--- src/rtl/game_pkg.sv ---
// game_pkg: shared definitions for the asteroid game scheduler.
//   - game state encoding and width
//   - BCD digit width
//   - default divider / frame parameters for the 50 MHz DE2 board clock
//   - bcd_digit_inc: single BCD digit increment with carry in/out
package game_pkg;

  localparam int STATE_W = 2;
  localparam int DIGIT_W = 4;

  localparam int FRAME_DIV_DEF      = 1666667;
  localparam int FRAMES_PER_SEC_DEF = 30;
  localparam int SPAWN_FRAMES_DEF   = 42;

  typedef enum logic [STATE_W-1:0] {
    ST_IDLE  = 2'd0,
    ST_RUN   = 2'd1,
    ST_PAUSE = 2'd2,
    ST_OVER  = 2'd3
  } game_state_e;

  // Returns {carry_out, next_digit}; digit 9 with carry_in rolls to 0.
  function automatic logic [DIGIT_W:0] bcd_digit_inc(input logic [DIGIT_W-1:0] digit,
                                                     input logic               carry_in);
    logic [DIGIT_W:0] result;
    if (!carry_in) begin
      result = {1'b0, digit};
    end else if (digit == 4'd9) begin
      result = {1'b1, 4'd0};
    end else begin
      result = {1'b0, digit + 4'd1};
    end
    return result;
  endfunction

endpackage

--- src/rtl/bcd4_counter.sv ---
// bcd4_counter: four-digit BCD up counter for the elapsed-time display.
//   clock  board clock
//   reset  asynchronous, active-high
//   clear  synchronous clear to 0000 (wins over inc)
//   inc    add one second on this edge
//   dig0..dig3  BCD digits, dig0 = ones
// Build option: TIMER_SATURATE_EN -- when defined the count holds at 9999,
// otherwise 9999 wraps to 0000.
module bcd4_counter
  import game_pkg::*;
(
  input  logic               clock,
  input  logic               reset,
  input  logic               clear,
  input  logic               inc,
  output logic [DIGIT_W-1:0] dig0,
  output logic [DIGIT_W-1:0] dig1,
  output logic [DIGIT_W-1:0] dig2,
  output logic [DIGIT_W-1:0] dig3
);

  logic [4*DIGIT_W-1:0] digits_r;
  logic [4*DIGIT_W-1:0] digits_next_s;
  logic [DIGIT_W:0]     s0_s, s1_s, s2_s, s3_s;
  logic                 rollover_s;

  // Ripple the carry through all four digits and decide the 9999 behaviour.
  always_comb begin
    s0_s = bcd_digit_inc(digits_r[DIGIT_W-1:0],           inc);
    s1_s = bcd_digit_inc(digits_r[2*DIGIT_W-1:DIGIT_W],   s0_s[DIGIT_W]);
    s2_s = bcd_digit_inc(digits_r[3*DIGIT_W-1:2*DIGIT_W], s1_s[DIGIT_W]);
    s3_s = bcd_digit_inc(digits_r[4*DIGIT_W-1:3*DIGIT_W], s2_s[DIGIT_W]);
    // Carry out of the top digit only happens on 9999 + 1.
    rollover_s = s3_s[DIGIT_W];
`ifdef TIMER_SATURATE_EN
    if (rollover_s) begin
      digits_next_s = digits_r;
    end else begin
      digits_next_s = {s3_s[DIGIT_W-1:0], s2_s[DIGIT_W-1:0], s1_s[DIGIT_W-1:0], s0_s[DIGIT_W-1:0]};
    end
`else
    if (rollover_s) begin
      digits_next_s = '0;
    end else begin
      digits_next_s = {s3_s[DIGIT_W-1:0], s2_s[DIGIT_W-1:0], s1_s[DIGIT_W-1:0], s0_s[DIGIT_W-1:0]};
    end
`endif
  end

  // Digit register with clear for a new game.
  always_ff @(posedge clock or posedge reset) begin
    if (reset) begin
      digits_r <= '0;
    end else if (clear) begin
      digits_r <= '0;
    end else begin
      digits_r <= digits_next_s;
    end
  end

  assign dig0 = digits_r[DIGIT_W-1:0];
  assign dig1 = digits_r[2*DIGIT_W-1:DIGIT_W];
  assign dig2 = digits_r[3*DIGIT_W-1:2*DIGIT_W];
  assign dig3 = digits_r[4*DIGIT_W-1:3*DIGIT_W];

endmodule

--- src/rtl/game_tick_controller.sv ---
// game_tick_controller: game state machine and tick scheduler.
//   clock       board clock (CLOCK_50)
//   reset       asynchronous, active-high
//   start       pulse: new game from IDLE or OVER
//   pause       pulse: toggle RUN <-> PAUSE
//   collision   pulse: ship hit, RUN -> OVER
//   state       0=IDLE 1=RUN 2=PAUSE 3=OVER
//   frame_tick  one pulse per frame (FRAME_DIV clocks)
//   spawn_tick  one pulse every SPAWN_FRAMES frames
//   sec_tick    one pulse every FRAMES_PER_SEC frames
//   dig0..dig3  BCD elapsed seconds, dig0 = ones
// Build option: TIMER_SATURATE_EN (see bcd4_counter) holds the timer at 9999.
module game_tick_controller
  import game_pkg::*;
#(
  parameter int FRAME_DIV      = FRAME_DIV_DEF,
  parameter int FRAMES_PER_SEC = FRAMES_PER_SEC_DEF,
  parameter int SPAWN_FRAMES   = SPAWN_FRAMES_DEF
) (
  input  logic               clock,
  input  logic               reset,
  input  logic               start,
  input  logic               pause,
  input  logic               collision,
  output logic [STATE_W-1:0] state,
  output logic               frame_tick,
  output logic               spawn_tick,
  output logic               sec_tick,
  output logic [DIGIT_W-1:0] dig0,
  output logic [DIGIT_W-1:0] dig1,
  output logic [DIGIT_W-1:0] dig2,
  output logic [DIGIT_W-1:0] dig3
);

  localparam int DIV_W = $clog2(FRAME_DIV);
  localparam int FRM_W = $clog2(FRAMES_PER_SEC);
  localparam int SPN_W = $clog2(SPAWN_FRAMES);

  localparam logic [DIV_W-1:0] DIV_LAST = DIV_W'(FRAME_DIV - 1);
  localparam logic [FRM_W-1:0] FRM_LAST = FRM_W'(FRAMES_PER_SEC - 1);
  localparam logic [SPN_W-1:0] SPN_LAST = SPN_W'(SPAWN_FRAMES - 1);
  localparam logic [DIV_W-1:0] DIV_ONE  = DIV_W'(1);
  localparam logic [FRM_W-1:0] FRM_ONE  = FRM_W'(1);
  localparam logic [SPN_W-1:0] SPN_ONE  = SPN_W'(1);

  game_state_e       state_r, state_next_s;
  logic [DIV_W-1:0]  div_cnt_r;
  logic [FRM_W-1:0]  frame_cnt_r;
  logic [SPN_W-1:0]  spawn_cnt_r;
  logic              frame_tick_r, sec_tick_r, spawn_tick_r;
  logic              new_game_s, advance_s;
  logic              frame_evt_s, sec_evt_s, spawn_evt_s;

  // Next-state logic; collision outranks pause, pause outranks start.
  always_comb begin
    state_next_s = state_r;
    case (state_r)
      ST_IDLE: begin
        if (start) state_next_s = ST_RUN;
        else       state_next_s = ST_IDLE;
      end
      ST_RUN: begin
        if (collision)  state_next_s = ST_OVER;
        else if (pause) state_next_s = ST_PAUSE;
        else            state_next_s = ST_RUN;
      end
      ST_PAUSE: begin
        if (pause) state_next_s = ST_RUN;
        else       state_next_s = ST_PAUSE;
      end
      ST_OVER: begin
        if (start) state_next_s = ST_RUN;
        else       state_next_s = ST_OVER;
      end
      default: state_next_s = ST_IDLE;
    endcase
  end

  // Counters advance only on cycles that stay in RUN, so a pause or
  // collision landing on the divider's last count freezes it and drops the tick.
  always_comb begin
    new_game_s  = 1'b0;
    advance_s   = 1'b0;
    frame_evt_s = 1'b0;
    sec_evt_s   = 1'b0;
    spawn_evt_s = 1'b0;
    if ((state_r == ST_IDLE || state_r == ST_OVER) && state_next_s == ST_RUN) begin
      new_game_s = 1'b1;
    end else begin
      new_game_s = 1'b0;
    end
    if (state_r == ST_RUN && state_next_s == ST_RUN) begin
      advance_s = 1'b1;
    end else begin
      advance_s = 1'b0;
    end
    if (advance_s && div_cnt_r == DIV_LAST) begin
      frame_evt_s = 1'b1;
      sec_evt_s   = (frame_cnt_r == FRM_LAST);
      spawn_evt_s = (spawn_cnt_r == SPN_LAST);
    end else begin
      frame_evt_s = 1'b0;
      sec_evt_s   = 1'b0;
      spawn_evt_s = 1'b0;
    end
  end

  // State register.
  always_ff @(posedge clock or posedge reset) begin
    if (reset) begin
      state_r <= ST_IDLE;
    end else begin
      state_r <= state_next_s;
    end
  end

  // Clock divider and frame/spawn counters; a new game restarts them all.
  always_ff @(posedge clock or posedge reset) begin
    if (reset) begin
      div_cnt_r   <= '0;
      frame_cnt_r <= '0;
      spawn_cnt_r <= '0;
    end else if (new_game_s) begin
      div_cnt_r   <= '0;
      frame_cnt_r <= '0;
      spawn_cnt_r <= '0;
    end else if (frame_evt_s) begin
      div_cnt_r   <= '0;
      frame_cnt_r <= sec_evt_s   ? '0 : frame_cnt_r + FRM_ONE;
      spawn_cnt_r <= spawn_evt_s ? '0 : spawn_cnt_r + SPN_ONE;
    end else if (advance_s) begin
      div_cnt_r   <= div_cnt_r + DIV_ONE;
    end else begin
      div_cnt_r   <= div_cnt_r;
    end
  end

  // Registered single-cycle tick pulses.
  always_ff @(posedge clock or posedge reset) begin
    if (reset) begin
      frame_tick_r <= 1'b0;
      sec_tick_r   <= 1'b0;
      spawn_tick_r <= 1'b0;
    end else begin
      frame_tick_r <= frame_evt_s;
      sec_tick_r   <= sec_evt_s;
      spawn_tick_r <= spawn_evt_s;
    end
  end

  // Elapsed-time digits step on the same edge that raises sec_tick.
  bcd4_counter u_timer (
    .clock (clock),
    .reset (reset),
    .clear (new_game_s),
    .inc   (sec_evt_s),
    .dig0  (dig0),
    .dig1  (dig1),
    .dig2  (dig2),
    .dig3  (dig3)
  );

  assign state      = state_r;
  assign frame_tick = frame_tick_r;
  assign sec_tick   = sec_tick_r;
  assign spawn_tick = spawn_tick_r;

endmodule

--- config.mk ---
export PLATFORM = sky130hd
export DESIGN_NAME = game_tick_controller
export DESIGN_NICKNAME = d
export VERILOG_FILES = /design/src/rtl/game_pkg.sv /design/src/rtl/bcd4_counter.sv /design/src/rtl/game_tick_controller.sv
export SDC_FILE = /design/constraint.sdc
export NUM_CORES = 1
export LEC_CHECK = 0
export BUFFER_PORTS_ARGS = -buffer_cell sky130_fd_sc_hd__clkbuf_2
export CAP_MARGIN = 40
export CORE_MARGIN = 2
export CORE_UTILIZATION = 55
export DETAILED_ROUTE_END_ITERATION = 10
export PLACE_DENSITY = 0.74
export SYNTH_ARGS = -nofsm -noshare
export SYNTH_HDL_FRONTEND = slang
export SYNTH_HIERARCHICAL = 1
export SYNTH_SLANG_ARGS = --single-unit
export TNS_END_PERCENT = 30
--- constraint.sdc ---
create_clock -name clock -period 4.5 [get_ports clock]
set_input_delay 1.125 -clock clock [delete_from_list [all_inputs] [get_ports clock]]
set_output_delay 1.125 -clock clock [all_outputs]
set_load 0.02 [all_outputs]
== Word level (Yosys, flattened, before mapping) ==
Index checks and enable logic that the tools add are counted.
Word-level totals
  bits in registers: 53
  output and inout bits: 21
Cells by class
  multiplexer cells: 30
  $add $sub $neg: 7
  equal/unequal tests: 11
  reduce and logical (&&, ||, !) cells: 11
Operator list (number)
  $mux W21: 3
  $mux W5: 11
  $mux W16: 2
  $add A21 B1 Y21 const B: 1
  $eq A21 B21 Y1 const B: 1
  $mux W6: 3
  $add A4 B1 Y4 const B: 4
  $eq A4 B4 Y1 const B: 4
  $reduce_bool A3 Y1: 5
  $mux W2: 4
  $pmux W2 S4: 1
  $add A6 B1 Y6 const B: 1
  $eq A6 B6 Y1 const B: 1
  $mux W1: 6
  $add A5 B1 Y5 const B: 1
  $eq A5 B5 Y1 const B: 1
  $eq A2 B1 Y1 const B: 2
  $eq A2 B2 Y1 const B: 2
  $logic_and A1 B1 Y1: 3
  $logic_not A2 Y1: 1
  $reduce_bool A2 Y1: 1
  $logic_or A1 B1 Y1: 1

== Logic depth before layout (Yosys ltp) ==
Gate-level depths: netlist (run 1).
  depth after elaboration: 14
  gate-level depth with buffers: 13

== Hierarchy ==
Netlist (run 1), hierarchy kept.
By module, submodules not included
  game_tick_controller: times used 1, area each 2280.9 um^2, sequential area each 925.9 um^2, cells an instance 248
  bcd4_counter: times used 1, area each 980.9 um^2, sequential area each 400.4 um^2, cells an instance 102

== Least setup slack after synthesis (run 1) ==
OpenSTA, ideal clock, no wires.
  kind: input -> register
  start point: in pause
  end point: reg u_timer.digits_r[14]
  library setup time: 137 ps
  arrival: 3413 ps
  path buffers: 2
  slack: 950 ps
  required time: 4363 ps
  stages: 10
  path through: o21ai_1 > o221ai_1 > nor2_1 > clkbuf_1 > nand2_1 > nor2_1 > nand4b_4 > buf_4 > o41ai_1 > o31ai_1
On the way
  longest elaborated chain between the ends: 14
  elaborated cells on any way between the ends: 18
RTL lines
  start, declared: line game_tick_controller.sv:23  | input logic pause,
  $mux W2: line game_tick_controller.sv:64  | else if (pause) state_next_s = ST_PAUSE;
  $mux W2: line game_tick_controller.sv:63  | if (collision) state_next_s = ST_OVER;
  $pmux W2 S4 (*): line game_tick_controller.sv:57  | case (state_r)
  $eq A2 B1 Y1 (*): line game_tick_controller.sv:92  | if (state_r == ST_RUN && state_next_s == ST_RUN) begin
  $logic_and A1 B1 Y1 (*): line game_tick_controller.sv:92
  $mux W1 (*): line game_tick_controller.sv:92
  $logic_and A1 B1 Y1 (*): line game_tick_controller.sv:97  | if (advance_s && div_cnt_r == DIV_LAST) begin
  $mux W1 (*): line game_tick_controller.sv:97
  via sec_evt_s: line game_tick_controller.sv:52  | logic frame_evt_s, sec_evt_s, spawn_evt_s;
  $mux W5 (*) (3 in series): line game_pkg.sv:26  | if (!carry_in) begin
  $mux W5: line game_pkg.sv:26
  $mux W16: line bcd4_counter.sv:42  | if (rollover_s) begin
  $mux W16: line bcd4_counter.sv:54  | end else if (clear) begin
  end signal, assigned: line bcd4_counter.sv:57  | digits_r <= digits_next_s;
  end, declared: line bcd4_counter.sv:22  | logic [4*DIGIT_W-1:0] digits_r;
The timed path passes the listed nets; every way through them passes the cells marked *. The select of a mux whose other input is x is not followed.
A chain may end at the register's enable or synchronous reset.

== Final worst setup path (run 1) ==
  start point: reg state_r[1], in the netlist state[1]
  end point: reg u_timer.digits_r[6]
On the way
  longest elaborated chain between the ends: 13
  elaborated cells on any way between the ends: 20
RTL lines
  start, declared: line game_tick_controller.sv:46  | game_state_e state_r, state_next_s;
  start signal, assigned: line game_tick_controller.sv:113  | state_r <= state_next_s;
  $eq A2 B2 Y1 (tied with other cells): line game_tick_controller.sv:57
  $pmux W2 S4: line game_tick_controller.sv:57
  $eq A2 B1 Y1: line game_tick_controller.sv:92
  $logic_and A1 B1 Y1 (*): line game_tick_controller.sv:92
  $mux W1 (*): line game_tick_controller.sv:92
  $logic_and A1 B1 Y1 (*): line game_tick_controller.sv:97
  $mux W1 (*): line game_tick_controller.sv:97
  via sec_evt_s: line game_tick_controller.sv:52
  $mux W5 (*): line game_pkg.sv:26
  $mux W5 (3 in series): line game_pkg.sv:26
  $mux W16: line bcd4_counter.sv:42
  $mux W16: line bcd4_counter.sv:54
Marks and branches as above.

==> results.ini, run 1 <==
[outcome]
status = complete, no violations

[synth]
netlist_area_mm2 = 0.00326
yosys_warnings = 6
synth_fp_nets = 373
ys_ff_latch = 53
ys_top_cells_by_area = dfrtp_1 41%, ha_1 6.9%, a21oi_1 4.9%
synth_flop_cell = dfrtp_1
synthCells = 350
avgSynthCellArea_um2 = 9.32
async_flop_share = 1.00
yosysUniqueCellTypes = 52
synth_top_area_cell = dfrtp_1
synth-seq-area-share = 0.407
synth_edf_count = 0
synth_top_area_frac = 0.407

[floorplan]
num_io_pins = 26
die_x_um = 81.0
die_y_um = 81.0
start_util = 0.561
die_area_mm2 = 0.00656
rows = 28
core_region_area_mm2 = 0.00582

[placement]
gp_congestion = 0.851
port_buffers = 25
dp_cells = 438
dp.final_hpwl_um = 4950
placed_area_mm2 = 0.00343

[routing]
num_vias = 2742
wl_um = 7120
drt_drc_violations_left = 0
antenna_left = 0
wire_per_inst_um = 16.0
drt_iter0_drc = 202
vias_per_cell = 6.15
firstDrtPassIters = 5

[sta]
min_period_over_period = 0.785
fmax_mhz = 283
rsz0062_at_grt = false
fin_crit_ps = 3530
drv_slew = 0
tightest_slew_ps = 642
skew_ps = 9.65
finalHoldViolCount = 0
tns_ps = 0
setup_viol = 0
relSlewSlack = 0.571

[critical_path]
reg2regPathDepth = 10
cp.arrival_ps = 3770
max_stage_delay_ps = 550
reg2reg_from = state[1]$_DFF_PP0_
cp_data_required_time_ps = 4740
critical_path.slowest_cell = or4_1
crit_fanout = 16
path_common_cell = nand2_1
path_cells = inv_1, ha_1, nand2_1, nor4_4, and2_1, nand2_1, nor2_1, nand4b_4, or4_1, a21oi_1
r2r_slack_ps = 970
crit_end = u_timer/digits_r[6]$_DFFE_PP0P_
endpoint_kind = flip-flop
cp-start-kind = flip-flop
crit_type = reg -> reg
r2r-end = u_timer/digits_r[6]$_DFFE_PP0P_
cp-startpoint = state[1]$_DFF_PP0_

[grt]
grt_pass1_vias = 2458
grt_overflow = 0
grt_max_degree = 38
grt_pass1_wl_um = 11900
grtUsageTotal = 0.232
antenna_found_initial = 0

[pwr]
p_leak_uw = 0.00154
powerDensity_mw_per_mm2 = 419
ir_drop_v = 0.000322
power_uw = 1480

[finish]
fill_cells = 534
final_area_mm2 = 0.00354
diodes = 0
final_common_cell = dfrtp_1
nNetsFinal = 393
drive_gt1_frac = 0.121
area_growth_pct = 8.59
finalNonFillerCells = 446
mostFrequentLayoutCells = 53 x dfrtp_1, 32 x a21oi_1, 25 x clkbuf_2
final_core_util = 0.609

[clock_tree]
cts_tree = yes
clockRootBuffer = clkbuf_8
worstSkewPairLatency_ps = 310
h-tree-depth = 2
holdBufCountCts = 0
clkTransAtPathRegs_ps = 100
cts_resized = 0
cts_setup_buffers = 0
cts_sinks = 53
cts_buffer_depth = 2
cts_inserted_buffers = 5

[hold_path]
hold_class = reg -> reg
min-delay-start = div_cnt_r[14]$_DFFE_PP0P_

[flow_run]
cap_violations = 0

-- sequential cells by signal (all words and copies together) (netlist names) --
register          count
spawn_cnt_r           6
sec_tick              1
u_timer/digits_r     16
state                 2
frame_tick            1
spawn_tick            1
div_cnt_r            21
frame_cnt_r           5
-- worst min path at each step --
stage | endpoint | depth (start not counted)
3_5_place_dp | div_cnt_r[14]$_DFFE_PP0P_ | 1
5_1_grt | div_cnt_r[14]$_DFFE_PP0P_ | 1
2_1_floorplan | div_cnt_r[14]$_DFFE_PP0P_ | 1
4_1_cts | div_cnt_r[14]$_DFFE_PP0P_ | 1
6_report | div_cnt_r[14]$_DFFE_PP0P_ | 1
3_3_place_gp | div_cnt_r[14]$_DFFE_PP0P_ | 1
-- Yosys cell counts, types with 3 or more instances --
library cell	instances
o32ai_1	5
clkbuf_1	10
dfrtp_1	53
ha_1	18
or3_1	6
and2_1	3
a31oi_1	5
nor2b_1	5
and4b_1	3
buf_6	3
nor3_1	7
nor2_1	12
nand4_1	20
nand2b_1	9
a21oi_1	32
xnor2_1	7
o21ai_0	20
and3_1	7
nand3_1	18
inv_1	23
or4_1	7
nor4_1	4
mux2i_1	10
nand4b_1	4
nand2_1	17
and4_1	3
nand3b_1	3
o31ai_1	8
-- kinds of logic (layout without fill, tap and decap cells) --
family / Yosys count / after routing / synth area share
AOI/OAI and AO/OA: 84 / 84 / 0.155
DFF: 53 / 53 / 0.407
muxes: 10 / 10 / 0.0307
and+or+nand+nor: 138 / 138 / 0.264
buffers and inverters: 40 / 61 / 0.0560
adders and majority gates: 18 / 18 / 0.0690
xor gates and xnor gates: 7 / 7 / 0.0188
-- per-layer routing --
layer	global-route usage	wire length [um]
met3	0.0389	287
met4	0.0610	66
met5	0	0
met1	0.338	3480
met2	0.359	3290
-- worst max-delay path: cells and delay by family (launching register included) --
kind / cells / cell delay, ps
simple gates: 7 / 2540
fa+ha+maj: 1 / 290
buf+inv: 1 / 90
flops: 1 / 420
compound gates: 1 / 130
-- through the flow --
| step | setup slack [ps] | hold slack [ps] |
|---|---|---|
| after CTS | 974 | 483 |
| after global routing | 662 | 500 |
| after global placement | 899 | 468 |
| after detailed placement | 752 | 468 |
| after floorplan | 950 | 443 |
| final | 968 | 483 |
-- power by group --
part | switching, uW | internal, uW | total (uW)
Sequential | 20.1 | 493 | 513
Clock | 154 | 182 | 336
Combinational | 458 | 175 | 634
-- area by class of cell --
type | count | area [um^2] | area share
multi-input combinational | 257 | 1750 | 0.495
sequential | 53 | 1330 | 0.374
timing repair buffer | 30 | 166 | 0.0470
tap | 75 | 93.8 | 0.0265
clock buffer | 7 | 86.3 | 0.0244
inverter | 23 | 86.3 | 0.0244
clock inverter | 1 | 30.0 | 0.00848
(Power assumes the default switching activity.)
==> run 2: changes to the inputs <==
- ABC_AREA: default -> 1
- clock period: 4.5 -> 3.55 ns (I/O delays scaled with it)
==> results.ini, run 2 <==
[grt]
antenna_found_initial = 0
grt_busiest_layer = met2
grt_max_degree = 32
grt_overflow = 0
grt_util_met2 = 0.374
use_met3 = 0.0295
grt_pass1_wl_um = 14000
grt_pass1_vias = 2977
grtUsageTotal = 0.241
grt_use_met1 = 0.360

[routing]
wire_per_inst_um = 13.9
drt_iter0_drc = 247
antenna_left = 0
firstDrtPassIters = 5
wl_um = 8250
drt_drc_violations_left = 0
num_vias = 3266
vias_per_cell = 5.52

[critical_path]
critical_path.slowest_cell = dfrtp_1
reg2reg_from = state[1]$_DFF_PP0_
crit_type = reg -> reg
endpoint_kind = flip-flop
max_stage_delay_ps = 430
r2r-end = u_timer/digits_r[10]$_DFFE_PP0P_
path_cells = inv_1, ha_1, o21ai_1, nand2_1, nand2_1, nor2_1, nand3_1, inv_1, nand2_1, inv_1, nand4_2, nor2_4, nor2_2, nand2_1, nand2_1
crit_fanout = 7
path_common_cell = nand2_1
crit_family = simple AND/OR/NAND/NOR gates
cp-start-kind = flip-flop
r2r_slack_ps = 1070
reg2regPathDepth = 15
cp.arrival_ps = 2680
path_buf_inv = 3
cp_data_required_time_ps = 3750

[clock_tree]
cts_setup_buffers = 0
cts_resized = 0
cts_tree = yes
cts_buffer_depth = 2
clkTransAtPathRegs_ps = 100
h-tree-depth = 2
worstSkewPairLatency_ps = 310
cts_inserted_buffers = 5
holdBufCountCts = 0
cts_sinks = 53
clockRootBuffer = clkbuf_8

[pwr]
pwr-share-clk = 0.205
p_leak_uw = 0.00205
ir_drop_v = 0.000727
pwr-share-comb = 0.398
p_switching_uw = 769
pwr-share-seq = 0.397
powerDensity_mw_per_mm2 = 439
swShare = 0.461
cellInternalPower_uw = 899

[synth]
netlist_area_mm2 = 0.00355
synth_fp_nets = 514
yosysUniqueCellTypes = 31
synth_edf_count = 0
synth_top_area_cell = dfrtp_1
synth_top_cells_by_count = 159 x nand2_1, 54 x inv_1, 53 x dfrtp_1
synth_top_area_frac = 0.374
ys_top_cells_by_area = dfrtp_1 37%, nand2_1 17%, nand4_1 6.9%
async_flop_share = 1.00
synth_flop_cell = dfrtp_1
synth-seq-area-share = 0.374
synth_most_common_cell = nand2_1
ys_ff_latch = 53
yosys_warnings = 6
avgSynthCellArea_um2 = 7.23
synthCells = 491

[sta]
worst_hold_slack_ps = 535
fin_crit_ps = 2480
tns_ps = 0
fmax_mhz = 404
drv_slew = 0
min_period_over_period = 0.697
skew_ps = 9.66
finalHoldViolCount = 0
rsz0062_at_grt = false
relSlewSlack = 0.518
final.setup.worst_slack_ps = 1070
tightest_slew_ps = 722
setup_viol = 0

[floorplan]
start_util = 0.565
die_y_um = 84.3
rows = 29
die_area_mm2 = 0.00711
core_region_area_mm2 = 0.00628
num_io_pins = 26
die_x_um = 84.3

[hold_path]
hold_class = reg -> reg
min-delay-start = frame_cnt_r[3]$_DFFE_PP0P_
hold_path_end = frame_cnt_r[3]$_DFFE_PP0P_
min_path_cells = 2

[finish]
nNetsFinal = 537
largest_reg_flops = 21
final_common_cell = nand2_1
final_area_mm2 = 0.00380
regMostFlops = div_cnt_r
drive_gt1_frac = 0.120
diodes = 0
mostFrequentLayoutCells = 159 x nand2_1, 54 x inv_1, 53 x dfrtp_1
top_regs = div_cnt_r: 21 flops, u_timer/digits_r: 16 flops, spawn_cnt_r: 6 flops
area_growth_pct = 7.12

[placement]
port_buffers = 25
gp_congestion = 0.926
dp.final_hpwl_um = 5930
dp_slack_ps = 857
placed_area_mm2 = 0.00372

[flow_run]
cap_violations = 0

[outcome]
status = complete, no violations

-- run 2: power groups by stage --
| stage | Combinational, uW | Sequential [uW] | Clock, uW |
|---|---|---|---|
| 2_1_floorplan | 539 | 678 | 0 |
| 3_3_place_gp | 634 | 672 | 0 |
| 3_5_place_dp | 648 | 673 | 0 |
| 4_1_cts | 651 | 662 | 348 |
| 5_1_grt | 730 | 668 | 375 |
| 6_report | 663 | 663 | 342 |
-- run 2: final cells by class --
class	count	area (um^2)
Sequential cell	53	1330
Tap cell	77	96.3
Inverter	67	254
Clock buffer	7	76.3
Timing Repair Buffer	26	133
Fill cell	600	2470
Clock inverter	1	7.51
Multi-Input combinational cell	361	1910
-- run 2: cells by family (layout without fill, tap and decap cells) --
logic type / count (synthesis) / in the layout / share of synthesized area
compound gates: 14 / 14 / 0.0222
fa+ha+maj: 18 / 18 / 0.0634
buf+inv: 77 / 101 / 0.0885
xor+xnor: 23 / 23 / 0.0568
mux: 2 / 2 / 0.00599
simple gates: 304 / 304 / 0.389
flops: 53 / 53 / 0.374
-- run 2: how the worst max path moves through the flow --
stage | start | to | slack, ps | cells after the start
2_1_floorplan | pause | u_timer/digits_r[10]$_DFFE_PP0P_ | 1270 | 12
3_3_place_gp | pause | u_timer/digits_r[10]$_DFFE_PP0P_ | 970 | 13
3_5_place_dp | pause | u_timer/digits_r[10]$_DFFE_PP0P_ | 860 | 16
4_1_cts | state[1]$_DFF_PP0_ | u_timer/digits_r[10]$_DFFE_PP0P_ | 1070 | 15
5_1_grt | state[0]$_DFF_PP0_ | u_timer/digits_r[8]$_DFFE_PP0P_ | 810 | 17
6_report | state[1]$_DFF_PP0_ | u_timer/digits_r[10]$_DFFE_PP0P_ | 1070 | 15
-- run 2: per-layer routing --
layer	vias to the layer above	wire [um]
met1	1534	4010
li1	1617	-
met5	-	0
met2	104	3690
met4	0	107
met3	11	435
-- run 2: stage by stage --
stage | total power, uW | utilization | std cells
3_3_place_gp | 1310 | 0.592 | 584
3_5_place_dp | 1320 | 0.592 | 584
5_1_grt | 1770 | 0.606 | 592
6_report | 1670 | 0.606 | 592
2_1_floorplan | 1220 | - | 491
4_1_cts | 1660 | 0.606 | 592
-- run 2: worst reg2reg max path: cells and delay by family (launching register included) --
family                   cells  cell delay (ps)
buffers and inverters        3              310
AND/OR/NAND/NOR             10             1230
adder cells (fa/ha/maj)      1              270
flip-flops                   1              430
AO/OA/AOI/OAI                1              100
==> run 3: changes to the inputs <==
- clock period: 3.55 -> 2.6 ns (I/O delays scaled with it)
==> results.ini, run 3 (synthesis results as in run 2) <==
[routing]
firstDrtPassIters = 5
num_vias = 3185
drt_iter0_drc = 228
vias_per_cell = 5.36
antenna_left = 0
wl_um = 7820
wire_per_inst_um = 13.2
drt_drc_violations_left = 0

[finish]
regMostFlops = div_cnt_r
top_regs = div_cnt_r: 21 flops, u_timer/digits_r: 16 flops, spawn_cnt_r: 6 flops
mostFrequentLayoutCells = 159 x nand2_1, 54 x inv_1, 53 x dfrtp_1
area_growth_pct = 7.90
largest_reg_flops = 21
final_area_mm2 = 0.00383
drive_gt1_frac = 0.132
final_common_cell = nand2_1
finalNonFillerCells = 594
nNetsFinal = 539
diodes = 0

[pwr]
p_leak_uw = 0.00206
ir_drop_v = 0.000859
powerDensity_mw_per_mm2 = 609

[grt]
grtUsageTotal = 0.227
grt_pass1_vias = 2790
grt_overflow = 0
antenna_found_initial = 0
grt_max_degree = 38
grt_pass1_wl_um = 13200

[floorplan]
die_y_um = 84.3
start_util = 0.565
num_io_pins = 26
core_region_area_mm2 = 0.00628
rows = 29
die_x_um = 84.3
die_area_mm2 = 0.00711

[critical_path]
crit_fanout = 4
crit_type = reg -> reg
cp_data_required_time_ps = 2860
cp.arrival_ps = 2560
cp-start-kind = flip-flop
endpoint_kind = flip-flop

[sta]
setup_viol = 0
final.setup.worst_slack_ps = 304
worst_hold_slack_ps = 380
finalHoldViolCount = 0
fmax_mhz = 435
skew_ps = 6.43
relSlewSlack = 0.589
fin_crit_ps = 2300
min_period_over_period = 0.883
tightest_slew_ps = 615
tns_ps = 0
drv_slew = 0

[clock_tree]
cts_sinks = 53
cts_buffer_depth = 2
holdBufCountCts = 0
cts_tree = yes
clockRootBuffer = clkbuf_8
cts_inserted_buffers = 5
h-tree-depth = 2
clkTransAtPathRegs_ps = 100
worstSkewPairLatency_ps = 320

[placement]
port_buffers = 25
placed_area_mm2 = 0.00373
dp_slack_ps = 176
dp_cells = 586
gp_congestion = 0.930
dp.final_hpwl_um = 5690

[outcome]
status = complete, no violations

[flow_run]
cap_violations = 0

[hold_path]
hold_class = in -> async

-- run 3: cell types whose count changed in the layout (fill, tap and decap cells not counted) --
| cell | before | now |
|---|---|---|
| buf_4 | 1 | 3 |
| clkbuf_1 | 2 | 1 |
| clkinv_2 | 0 | 1 |
| clkinvlp_4 | 1 | 0 |
| ha_1 | 18 | 17 |
| ha_2 | 0 | 1 |
| inv_6 | 0 | 1 |
| nand3_1 | 34 | 33 |
| nand3_2 | 3 | 4 |
| nor2_1 | 49 | 48 |
| nor2_2 | 5 | 6 |
-- run 3: cell type report --
class                   instances  area, um^2
well taps                      77        96.3
clock buffers                   6        72.6
fillers                       572        2450
inverters                      67         254
multi-input cells             361        1920
flip-flops and latches         53        1330
repair buffers                 28         148
clock inverters                 2        13.8
-- run 3: critical path: stages (launching register included) --
cell and delay, ps:
dfrtp_1 440, inv_1 100, ha_1 210, nor2_1 60, nand2_1 60, inv_1 30, nand2_1 50, nand2_1 80
nor2_2 210, nand3_2 130, inv_1 90, nand2_1 50, inv_1 110, inv_1 80, nor2_2 160, nand2_2 100
nor3_4 150, nand2_1 80, nand2_1 60
-- run 3: routing by layer --
layer | vias to the layer above | GRT usage | wire length, um
li1 | 1617 | - | -
met1 | 1473 | 0.347 | 3880
met5 | - | 0 | 0
met3 | 7 | 0.0324 | 477
met2 | 88 | 0.343 | 3380
met4 | 0 | 0.0563 | 84
-- run 3: worst paths after layout --
path / startpoint / to / slack [ps] / cells after the start
worst min register to register: frame_cnt_r[3]$_DFFE_PP0P_ / frame_cnt_r[3]$_DFFE_PP0P_ / 540 / 2
worst max-delay path: state[0]$_DFF_PP0_ / u_timer/digits_r[10]$_DFFE_PP0P_ / 300 / 18
min in group clock: frame_cnt_r[3]$_DFFE_PP0P_ / frame_cnt_r[3]$_DFFE_PP0P_ / 540 / 2
worst min-delay path: reset / u_timer/digits_r[1]$_DFFE_PP0P_ / 380 / 2
worst max register to register: state[0]$_DFF_PP0_ / u_timer/digits_r[10]$_DFFE_PP0P_ / 300 / 18
max in group asynchronous: reset / u_timer/digits_r[10]$_DFFE_PP0P_ / 1820 / 2
-- run 3: where the power goes --
part,internal (uW),switching [uW]
logic,215,721
clock network,193,296
registers,858,47.7
total,1270,1060
-- run 3: metrics by stage --
step / total power [uW] / utilization
global placement: 1820 / 0.595
CTS: 2330 / 0.609
floorplan: 1660 / -
finish: 2330 / 0.610
global route: 2490 / 0.610
detailed placement: 1840 / 0.595
-- run 3: repair_timing --
item	4_1_cts	5_1_grt
resized for setup	0	3
setup endpoints to repair	0	15
buffers inserted	0	0
